File: src/rtl/rob_update_arb_if.sv
// Completion writeback bus between the functional units and the ROB update arbiter.
// The master side drives source completions and branch_miss; the slave side is the arbiter.
interface rob_update_arb_if #(
  parameter int unsigned N_SRC   = 4,
  parameter int unsigned ROB_IDX = 5,
  parameter int unsigned BA_W    = 64,
  parameter int unsigned SRC_IDX = 2
);
  logic                       branch_miss;
  logic [N_SRC-1:0]           src_valid;
  logic [N_SRC-1:0]           src_ready;
  logic [N_SRC*ROB_IDX-1:0]   src_rob_idx;
  logic [N_SRC*BA_W-1:0]      src_ba;
  logic [N_SRC-1:0]           src_bt;
  logic                       up1_req;
  logic                       up2_req;
  logic [ROB_IDX-1:0]         rob_idx_out1;
  logic [ROB_IDX-1:0]         rob_idx_out2;
  logic [BA_W-1:0]            ba_ex_out1;
  logic [BA_W-1:0]            ba_ex_out2;
  logic                       bt_ex_out1;
  logic                       bt_ex_out2;
  logic [SRC_IDX:0]           pending;

  modport master (
    output branch_miss, src_valid, src_rob_idx, src_ba, src_bt,
    input  src_ready, up1_req, up2_req, rob_idx_out1, rob_idx_out2,
           ba_ex_out1, ba_ex_out2, bt_ex_out1, bt_ex_out2, pending
  );

  modport slave (
    input  branch_miss, src_valid, src_rob_idx, src_ba, src_bt,
    output src_ready, up1_req, up2_req, rob_idx_out1, rob_idx_out2,
           ba_ex_out1, ba_ex_out2, bt_ex_out1, bt_ex_out2, pending
  );
endinterface

File: src/rtl/rob_update_arb.sv
// Round-robin arbiter folding N_SRC one-entry completion slots onto the ROB's
// two update ports; branch_miss flushes every held result.
module rob_update_arb #(
  parameter int unsigned N_SRC   = 4,
  parameter int unsigned ROB_IDX = 5,
  parameter int unsigned BA_W    = 64,
  parameter int unsigned SRC_IDX = 2
) (
  input  logic           clk,
  input  logic           reset,
  rob_update_arb_if.slave bus
);
  localparam int unsigned CNT_W = SRC_IDX + 1;

  logic [N_SRC-1:0]   r_full;
  logic [ROB_IDX-1:0] r_slot_idx [N_SRC];
  logic [BA_W-1:0]    r_slot_ba  [N_SRC];
  logic [N_SRC-1:0]   r_slot_bt;
  logic [SRC_IDX-1:0] r_rr_ptr;

  logic               r_up1_req;
  logic               r_up2_req;
  logic [ROB_IDX-1:0] r_rob_idx_out1;
  logic [ROB_IDX-1:0] r_rob_idx_out2;
  logic [BA_W-1:0]    r_ba_ex_out1;
  logic [BA_W-1:0]    r_ba_ex_out2;
  logic               r_bt_ex_out1;
  logic               r_bt_ex_out2;
  logic [CNT_W-1:0]   r_pending;

  logic [SRC_IDX-1:0] w_scan;
  logic [SRC_IDX-1:0] w_g1;
  logic [SRC_IDX-1:0] w_g2;
  logic               w_g1_vld;
  logic               w_g2_vld;
  logic [N_SRC-1:0]   w_grant;
  logic [N_SRC-1:0]   w_src_ready;
  logic [N_SRC-1:0]   w_accept;
  logic [N_SRC-1:0]   w_full_nxt;
  logic [CNT_W-1:0]   w_pend_cnt;

  // First two full slots in circular order starting at the round-robin pointer
  always_comb begin
    w_scan   = '0;
    w_g1     = '0;
    w_g2     = '0;
    w_g1_vld = 1'b0;
    w_g2_vld = 1'b0;
    for (int k = 0; k < N_SRC; k++) begin
      w_scan = r_rr_ptr + SRC_IDX'(k);
      if (r_full[w_scan]) begin
        if (!w_g1_vld) begin
          w_g1_vld = 1'b1;
          w_g1     = w_scan;
        end else if (!w_g2_vld) begin
          w_g2_vld = 1'b1;
          w_g2     = w_scan;
        end
      end
    end
  end

  // A granted slot frees up this edge, so it may accept a replacement at once
  always_comb begin
    w_grant    = '0;
    w_pend_cnt = '0;
    for (int i = 0; i < N_SRC; i++) begin
      w_grant[i] = (w_g1_vld && (w_g1 == SRC_IDX'(i))) ||
                   (w_g2_vld && (w_g2 == SRC_IDX'(i)));
    end
    w_src_ready = {N_SRC{!bus.branch_miss}} & (~r_full | w_grant);
    w_accept    = bus.src_valid & w_src_ready;
    w_full_nxt  = bus.branch_miss ? '0 : (w_accept | (r_full & ~w_grant));
    for (int i = 0; i < N_SRC; i++) begin
      w_pend_cnt = w_pend_cnt + CNT_W'(w_full_nxt[i]);
    end
  end

  always_ff @(posedge clk or negedge reset) begin
    if (!reset) begin
      r_full         <= '0;
      r_slot_bt      <= '0;
      r_rr_ptr       <= '0;
      r_up1_req      <= 1'b0;
      r_up2_req      <= 1'b0;
      r_rob_idx_out1 <= '0;
      r_rob_idx_out2 <= '0;
      r_ba_ex_out1   <= '0;
      r_ba_ex_out2   <= '0;
      r_bt_ex_out1   <= 1'b0;
      r_bt_ex_out2   <= 1'b0;
      r_pending      <= '0;
      for (int i = 0; i < N_SRC; i++) begin
        r_slot_idx[i] <= '0;
        r_slot_ba[i]  <= '0;
      end
    end else begin
      r_full    <= w_full_nxt;
      r_pending <= w_pend_cnt;
      for (int i = 0; i < N_SRC; i++) begin
        if (w_accept[i]) begin
          r_slot_idx[i] <= bus.src_rob_idx[i*ROB_IDX +: ROB_IDX];
          r_slot_ba[i]  <= bus.src_ba[i*BA_W +: BA_W];
          r_slot_bt[i]  <= bus.src_bt[i];
        end
      end
      if (bus.branch_miss) begin
        r_up1_req <= 1'b0;
        r_up2_req <= 1'b0;
      end else begin
        r_up1_req <= w_g1_vld;
        r_up2_req <= w_g2_vld;
        if (w_g1_vld) begin
          r_rob_idx_out1 <= r_slot_idx[w_g1];
          r_ba_ex_out1   <= r_slot_ba[w_g1];
          r_bt_ex_out1   <= r_slot_bt[w_g1];
        end
        if (w_g2_vld) begin
          r_rob_idx_out2 <= r_slot_idx[w_g2];
          r_ba_ex_out2   <= r_slot_ba[w_g2];
          r_bt_ex_out2   <= r_slot_bt[w_g2];
        end
        // Pointer moves just past the last slot served
        if (w_g2_vld) begin
          r_rr_ptr <= w_g2 + SRC_IDX'(1);
        end else if (w_g1_vld) begin
          r_rr_ptr <= w_g1 + SRC_IDX'(1);
        end
      end
    end
  end

  assign bus.src_ready    = w_src_ready;
  assign bus.up1_req      = r_up1_req;
  assign bus.up2_req      = r_up2_req;
  assign bus.rob_idx_out1 = r_rob_idx_out1;
  assign bus.rob_idx_out2 = r_rob_idx_out2;
  assign bus.ba_ex_out1   = r_ba_ex_out1;
  assign bus.ba_ex_out2   = r_ba_ex_out2;
  assign bus.bt_ex_out1   = r_bt_ex_out1;
  assign bus.bt_ex_out2   = r_bt_ex_out2;
  assign bus.pending      = r_pending;
endmodule

File: src/flat_wrapper.sv
// flat-port wrapper written by rule: the top's interface ports become plain ports
module rob_update_arb_flat 
#(
  parameter int unsigned N_SRC   = 4,
  parameter int unsigned ROB_IDX = 5,
  parameter int unsigned BA_W    = 64,
  parameter int unsigned SRC_IDX = 2
)
  (clk, reset, bus_branch_miss, bus_src_valid, bus_src_rob_idx, bus_src_ba, bus_src_bt, bus_src_ready, bus_up1_req, bus_up2_req, bus_rob_idx_out1, bus_rob_idx_out2, bus_ba_ex_out1, bus_ba_ex_out2, bus_bt_ex_out1, bus_bt_ex_out2, bus_pending);
  rob_update_arb_if #(.N_SRC(N_SRC), .ROB_IDX(ROB_IDX), .BA_W(BA_W), .SRC_IDX(SRC_IDX)) bus_i ();
  input  logic clk;
  input  logic reset;
  input wire logic [$bits(bus_i.branch_miss)-1:0] bus_branch_miss;
  input wire logic [$bits(bus_i.src_valid)-1:0] bus_src_valid;
  input wire logic [$bits(bus_i.src_rob_idx)-1:0] bus_src_rob_idx;
  input wire logic [$bits(bus_i.src_ba)-1:0] bus_src_ba;
  input wire logic [$bits(bus_i.src_bt)-1:0] bus_src_bt;
  output wire logic [$bits(bus_i.src_ready)-1:0] bus_src_ready;
  output wire logic [$bits(bus_i.up1_req)-1:0] bus_up1_req;
  output wire logic [$bits(bus_i.up2_req)-1:0] bus_up2_req;
  output wire logic [$bits(bus_i.rob_idx_out1)-1:0] bus_rob_idx_out1;
  output wire logic [$bits(bus_i.rob_idx_out2)-1:0] bus_rob_idx_out2;
  output wire logic [$bits(bus_i.ba_ex_out1)-1:0] bus_ba_ex_out1;
  output wire logic [$bits(bus_i.ba_ex_out2)-1:0] bus_ba_ex_out2;
  output wire logic [$bits(bus_i.bt_ex_out1)-1:0] bus_bt_ex_out1;
  output wire logic [$bits(bus_i.bt_ex_out2)-1:0] bus_bt_ex_out2;
  output wire logic [$bits(bus_i.pending)-1:0] bus_pending;
  assign bus_i.branch_miss = bus_branch_miss;
  assign bus_i.src_valid = bus_src_valid;
  assign bus_i.src_rob_idx = bus_src_rob_idx;
  assign bus_i.src_ba = bus_src_ba;
  assign bus_i.src_bt = bus_src_bt;
  assign bus_src_ready = bus_i.src_ready;
  assign bus_up1_req = bus_i.up1_req;
  assign bus_up2_req = bus_i.up2_req;
  assign bus_rob_idx_out1 = bus_i.rob_idx_out1;
  assign bus_rob_idx_out2 = bus_i.rob_idx_out2;
  assign bus_ba_ex_out1 = bus_i.ba_ex_out1;
  assign bus_ba_ex_out2 = bus_i.ba_ex_out2;
  assign bus_bt_ex_out1 = bus_i.bt_ex_out1;
  assign bus_bt_ex_out2 = bus_i.bt_ex_out2;
  assign bus_pending = bus_i.pending;
  rob_update_arb #(.N_SRC(N_SRC), .ROB_IDX(ROB_IDX), .BA_W(BA_W), .SRC_IDX(SRC_IDX)) u_core (.clk(clk), .reset(reset), .bus(bus_i));
endmodule
File: config.mk
export PLATFORM = sky130hd
export DESIGN_NAME = rob_update_arb_flat
export DESIGN_NICKNAME = d
export VERILOG_FILES = /design/src/rtl/rob_update_arb_if.sv /design/src/rtl/rob_update_arb.sv /design/src/flat_wrapper.sv
export SDC_FILE = /design/constraint.sdc
export NUM_CORES = 1
export LEC_CHECK = 0
export CORE_ASPECT_RATIO = 0.5
export CORE_MARGIN = 2
export CORE_UTILIZATION = 30
export DETAILED_ROUTE_END_ITERATION = 10
export PLACE_DENSITY = 0.54
export SLEW_MARGIN = 20
export SYNTH_ARGS = -nofsm -noshare
export SYNTH_HDL_FRONTEND = slang
export SYNTH_SLANG_ARGS = --single-unit
File: constraint.sdc
create_clock -name clk -period 7.72 [get_ports clk]
set_input_delay 1.544 -clock clk [delete_from_list [all_inputs] [get_ports clk]]
set_output_delay 1.544 -clock clk [all_outputs]
set_load 0.005 [all_outputs]
==> results of run 1 <==
[report_power, final]
group | switching, mW | internal (mW)
registers | 0.648 | 3.19
logic | 2.57 | 2.74
clock network | 0.978 | 1.31
[per-stage QoR]
stage	hold slack (ns)	cell area, sq um	setup WS (ns)	std cells	power [mW]
after floorplan	0.4734	20920	3.657	1609	6.940
after global placement	0.4860	26220	2.119	2882	9.159
after detailed placement	0.4944	26250	2.082	2883	9.223
after CTS	0.5077	27770	1.403	2966	11.56
after global routing	0.5184	27790	1.176	2972	12.10
final	0.5020	27790	1.470	2972	11.44
[worst paths after layout]
check | startpoint | end | cells past startpoint
worst max-delay path | u_core.r_rr_ptr[0] | bus_src_ready[2] | 12
worst min-delay path | u_core.r_slot_ba[166] | u_core.r_slot_ba[166] | 1
worst max register to register | u_core.r_rr_ptr[0] | u_core.r_slot_ba[119] | 13
worst min register to register | u_core.r_slot_ba[166] | u_core.r_slot_ba[166] | 1
max in group asynchronous | reset | u_core.r_slot_ba[148] | 2
min in group asynchronous | reset | u_core.r_slot_ba[114] | 1
[logic make-up after synthesis]
| group | Yosys count | synth area share |
|---|---|---|
| and+or+nand+nor | 123 | 0.03092 |
| muxes | 636 | 0.3294 |
| AOI/OAI and AO/OA | 269 | 0.08898 |
| buffers and inverters | 141 | 0.03008 |
| adders and majority gates | 6 | 0.003827 |
| DFF | 431 | 0.5155 |
| xor gates and xnor gates | 3 | 0.001256 |
[cell usage in the layout (no fill, tap or decap), types with 3 or more instances in the layout]
master	count
clkdlybuf4s50_1	434
dfrtp_1	431
mux2_2	343
mux2i_1	215
a21oi_1	78
mux2_1	78
o21ai_0	77
nand3_1	74
a221o_1	70
clkbuf_16	48
buf_4	22
clkbuf_8	14
clkbuf_1	13
nand2_1	11
nor2_1	9
diode_2	6
nor2b_1	6
inv_1	6
buf_12	5
a31oi_1	4
o221ai_1	4
ha_1	4
clkinv_2	4
o21a_1	3
o31a_1	3
xnor2_1	3
nor2_4	3
[layer usage]
layer | up-vias | wire length, um | track usage
met5 | - | 0 | 0
met4 | 0 | 1404 | 0.05015
met3 | 84 | 2493 | 0.02534
met2 | 305 | 39080 | 0.3662
met1 | 8003 | 31390 | 0.2588
li1 | 6783 | - | -
[final cells by class]
type,count,area [sq um]
Clock buffer,75,1443
Inverter,7,26.28
Sequential cell,431,10790
Multi-Input combinational cell,1037,9602
Timing Repair Buffer,463,4652
Antenna cell,6,15.01
Fill cell,6545,41210
Clock inverter,8,82.58
Tap cell,945,1182
[sequential cells by signal, summed over array words and instances (netlist names)]
signal	flops
u_core.r_slot_ba	256
u_core.bus.pending	3
u_core.r_slot_bt	4
u_core.bus.rob_idx_out2	5
u_core.r_rr_ptr	2
u_core.bus.up2_req	1
u_core.bus.bt_ex_out1	1
u_core.bus.bt_ex_out2	1
u_core.r_slot_idx	20
u_core.bus.up1_req	1
u_core.bus.ba_ex_out1	64
u_core.bus.ba_ex_out2	64
u_core.bus.rob_idx_out1	5
u_core.r_full	4
==> impl_metrics.csv, run 1 <==
group,metric,value,unit
clock_network,hold_buffers,0,
global_routing,track_usage,0.2034,
sta,finalSetupViolCount,0,
drt,drc,0,
drt,first_pass_iters,5,
clock_network,clk_pin_slew_worst_paths,0.06,ns
sta,relSlewSlack,0.2580,
floorplanning,core,0.06900,sq mm
drt,drt-vias-per-instance,5.106,
finish,layout-drive-gt1-share,0.2286,
logic_synthesis,yosysMostFrequentCell,"dfrtp_1",
place,hpwl,46370,um
sta,final_max_slew_viol_count,0,
worst_setup_path,r2r_slack,2.73,ns
finish,area_growth,32.81,%
sta,rsz0062_at_grt,"no",
worst_setup_path,required,6.18,ns
place,io_buffers,435,
drt,drt-initial-drc-count,1032,
clock_network,clockBufferDepth,3,
drt,routed_wirelength,74360,um
sta,fmax,160.0,MHz
logic_synthesis,syn-cell-area,0.02092,sq mm
global_routing,grt_pass1_wl,109500,um
logic_synthesis,synth_area_leaders,"dfrtp_1, mux2_2, mux2i_1",
logic_synthesis,post_synth_num_cell_types,62,
drt,avgRoutedWirePerCell,25.02,um
worst_setup_path,cp_slowest_stage_delay,0.91,ns
worst_setup_path,worstPathCellList,"nor2b_1 -> a211oi_1 -> a31oi_1 -> ha_1 -> nand2_1 -> mux2i_1 -> o21bai_2 -> o211ai_4 -> buf_4 -> nand3_1 -> a31oi_1 -> clkdlybuf4s50_1",
finish,fin_nets,2279,
clock_network,numCtsBuffers,47,
floorplanning,die_w,377.5,um
logic_synthesis,yosys_warnings,0,
global_routing,grt_pass1_vias,15623,
logic_synthesis,yosysTopAreaCellShare,0.5155,
pwr,ir_drop,468.0,uV
worst_setup_path,worst_setup_path_end_kind,"output pin",
worst_setup_path,slowest_stage,"dfrtp_1",
clock_network,cts_setup_buffers,0,
sta,hold_viol,0,
hold_path,min_path_type,"register to register",
floorplanning,start_util,0.3032,
worst_setup_path,crit_type,"register to output pin",
run_status,outcome,"finished, final reports clean",
logic_synthesis,synth_edf_count,0,
logic_synthesis,syn_nets,1901,
pwr,cellLeakagePower,11.67,nW
clock_network,cts_max_level,2,
logic_synthesis,synthArstFlopShare,1.000,
clock_network,cts_root_buf,"clkbuf_16",
logic_synthesis,synth_top_cell_by_area,"dfrtp_1",
worst_setup_path,cp.arrival,4.71,ns
logic_synthesis,synth.avg_cell_area,13.00,sq um
worst_setup_path,path_buf_inv,2,
place,gp_congestion,0.8099,
global_routing,grt_max_degree,145,
sta,finalCriticalPeriod,6.250,ns
run,cap_violations,0,
clock_network,cts_tree,"done",
logic_synthesis,synthFlopType,"dfrtp_1",
drt,postRouteAntennaNets,0,
logic_synthesis,ys_seq_elements,431,
worst_setup_path,critical_path.startpoint_type,"register",
drt,vias,15175,
pwr,powerDensity,411.8,mW/mm^2
worst_setup_path,crit_family,"compound AO/OA/AOI/OAI gates",
worst_setup_path,crit_fanout,35,
sta,setup-tns-final,0,ns
sta,worstMarginPinSlew,1.113,ns
clock_network,clk_latency,0.60,ns
floorplanning,dieArea,0.07200,sq mm
sta,fin_worst_skew,0.02886,ns
global_routing,antenna_found_initial,7,
floorplanning,fp-row-count,68,
clock_network,clock_sinks,431,
global_routing,grt.overflow.total,0,
logic_synthesis,seq_area_frac_synth,0.5155,
worst_setup_path,critPathMostFrequentCell,"a31oi_1",
logic_synthesis,netlist_instances,1609,
finish,final_util,0.4027,
logic_synthesis,synthTopCellsByCount,"dfrtp_1, mux2_2, mux2i_1, a21oi_1, mux2_1",
clock_network,cts_resized,0,
floorplanning,die_h,190.7,um
sta,finalCritPeriodShare,0.8096,
floorplanning,ioPinCount,436,
Note: power is estimated with default switching activity, not from simulation.
==> inputs of run 2 (changes only) <==
Clock period 7.72 ns to 6.5 ns, I/O delays scaled along.
==> run 2 against run 1 <==
  * Cell area shrank 0.15%
  * Final cell count grew 0.44%
  * Global-route usage shrank 0.41 points
  * Clock-buffer cell count is the same
  * Critical endpoint unchanged
  * Largest power group unchanged
==> impl_metrics.csv, run 2 (synthesis results as in run 1) <==
group,metric,value,unit
run_status,outcome,"finished, final reports clean",
hold_path,min_path_type,"register to register",
drt,postRouteAntennaNets,0,
place,io_buffers,435,
drt,vias,15137,
worst_setup_path,crit_type,"register to output pin",
sta,worstMarginPinSlew,1.089,ns
clock_network,clock_sinks,431,
worst_setup_path,required,5.20,ns
clock_network,numCtsBuffers,46,
worst_setup_path,critPathMostFrequentCell,"a31oi_1",
global_routing,grt_pass1_vias,15496,
global_routing,track_usage,0.1993,
global_routing,use_met1,0.2441,
worst_setup_path,cp.arrival,4.05,ns
sta,finalSetupViolCount,0,
sta,relSlewSlack,0.2738,
drt,drc,0,
clock_network,clockBufferDepth,3,
worst_setup_path,critical_path.startpoint_type,"register",
finish,layout-drive-gt1-share,0.2283,
floorplanning,core,0.06900,sq mm
clock_network,clk_pin_slew_worst_paths,0.07,ns
drt,drt-vias-per-instance,5.071,
finish,fin_nets,2283,
worst_setup_path,crit_fanout,23,
finish,final_cell_mix,"clkdlybuf4s50_1, dfrtp_1, mux2_2, mux2i_1",
sta,finalCritPeriodShare,0.8231,
drt,avgRoutedWirePerCell,24.71,um
drt,drt-initial-drc-count,1164,
sta,rsz0062_at_grt,"no",
clock_network,cts_resized,0,
clock_network,cts_setup_buffers,0,
run,cap_violations,0,
floorplanning,start_util,0.3032,
pwr,cellLeakagePower,11.64,nW
floorplanning,fp-row-count,68,
finish,regMostFlops,"u_core.r_slot_ba",
clock_network,hold_buffers,0,
worst_setup_path,slowest_stage,"dfrtp_1",
clock_network,cts_max_level,2,
clock_network,clk_latency,0.57,ns
global_routing,groute.layer.met3.usage,0.02561,
sta,final_max_slew_viol_count,0,
global_routing,antenna_found_initial,16,
finish,layout_commonest_cell,"clkdlybuf4s50_1",
sta,hold_viol,0,
finish,area_growth,32.62,%
pwr,ir_drop,477.6,uV
global_routing,grt_busiest_layer,"met2",
drt,routed_wirelength,73760,um
floorplanning,ioPinCount,436,
place,gp_congestion,0.8439,
global_routing,grt_max_degree,151,
global_routing,grt_use_met2,0.3592,
sta,fin_worst_skew,0.02373,ns
clock_network,cts_root_buf,"clkbuf_16",
worst_setup_path,cp_slowest_stage_delay,0.77,ns
global_routing,grt.overflow.total,0,
global_routing,grt_pass1_wl,106900,um
worst_setup_path,worst_setup_path_end_kind,"output pin",
drt,first_pass_iters,6,
clock_network,cts_tree,"done",
pwr,powerDensity,485.5,mW/mm^2
pwr,total_power,13.47,mW
sta,setup-tns-final,0,ns
finish,largest_reg_flops,256,
floorplanning,die_h,190.7,um
floorplanning,dieArea,0.07200,sq mm
sta,fmax,186.9,MHz
worst_setup_path,worstPathCellList,"nor2b_1 -> a211oi_1 -> a31oi_1 -> ha_1 -> nand2_1 -> mux2i_1 -> o21bai_2 -> o211ai_4 -> nand3_1 -> a31oi_1 -> clkdlybuf4s50_1",
floorplanning,die_w,377.5,um
place,hpwl,46440,um
sta,finalCriticalPeriod,5.350,ns
[run 2: cell count changes in the layout (fill, tap and decap cells not counted), sizes merged]
cell and delta:
diode +10, buf +5, clkinv -2
[run 2: metrics by stage]
step / utilization / hold WS, ns / cells / setup WS (ns) / area [sq um]
2_1_floorplan: - / 0.4734 / 1609 / 2.681 / 20920
3_3_place_gp: 0.3803 / 0.4872 / 2888 / 1.776 / 26240
3_5_place_dp: 0.3803 / 0.4913 / 2888 / 1.753 / 26240
4_1_cts: 0.4015 / 0.5074 / 2969 / 1.154 / 27710
5_1_grt: 0.4021 / 0.5200 / 2985 / 0.8359 / 27750
6_report: 0.4021 / 0.5028 / 2985 / 1.150 / 27750
[run 2: where the power goes]
part | internal, mW | leakage (nW) | total, mW | switching [mW]
Sequential | 3.79 | 5.13 | 4.59 | 0.796
Combinational | 3.23 | 5.79 | 6.24 | 3.01
Clock | 1.51 | 0.715 | 2.64 | 1.14
[run 2: worst max-delay path: cells and delay by family, from the launching register on]
kind / cells / cell delay (ns)
buffers and inverters: 1 / 0.59
AO/OA/AOI/OAI: 5 / 1.13
flip-flops: 1 / 0.77
adder cells (fa/ha/maj): 1 / 0.28
AND/OR/NAND/NOR: 3 / 0.63
multiplexers: 1 / 0.09
[run 2: per-layer routing]
metal / wire length, um / share of wire
met3: 2614 / 0.035
met2: 39300 / 0.53
met4: 1923 / 0.026
met5: 0 / 0
met1: 29920 / 0.41
[run 2: final timing paths]
kind | from | end | slack, ns | depth (start not counted)
worst max register to register | u_core.r_full[0] | u_core.r_slot_ba[58] | 1.96 | 12
worst max-delay path | u_core.r_full[0] | bus_src_ready[2] | 1.15 | 11
worst min-delay path | u_core.r_slot_idx[12] | u_core.r_slot_idx[12] | 0.50 | 1
max in group asynchronous | reset | u_core.bus.ba_ex_out2[12] | 4.18 | 2
worst min register to register | u_core.r_slot_idx[12] | u_core.r_slot_idx[12] | 0.50 | 1
min in group asynchronous | reset | u_core.bus.ba_ex_out2[50] | 0.76 | 1
[run 2: cell type report]
cell class / instances / area (sq um)
antenna: 16 / 40.04
sequential: 431 / 10790
fill: 6522 / 41250
clock buffer: 75 / 1401
inverter: 7 / 26.28
multi-input combinational: 1037 / 9602
timing repair buffer: 468 / 4644
clock inverter: 6 / 65.06
tap: 945 / 1182
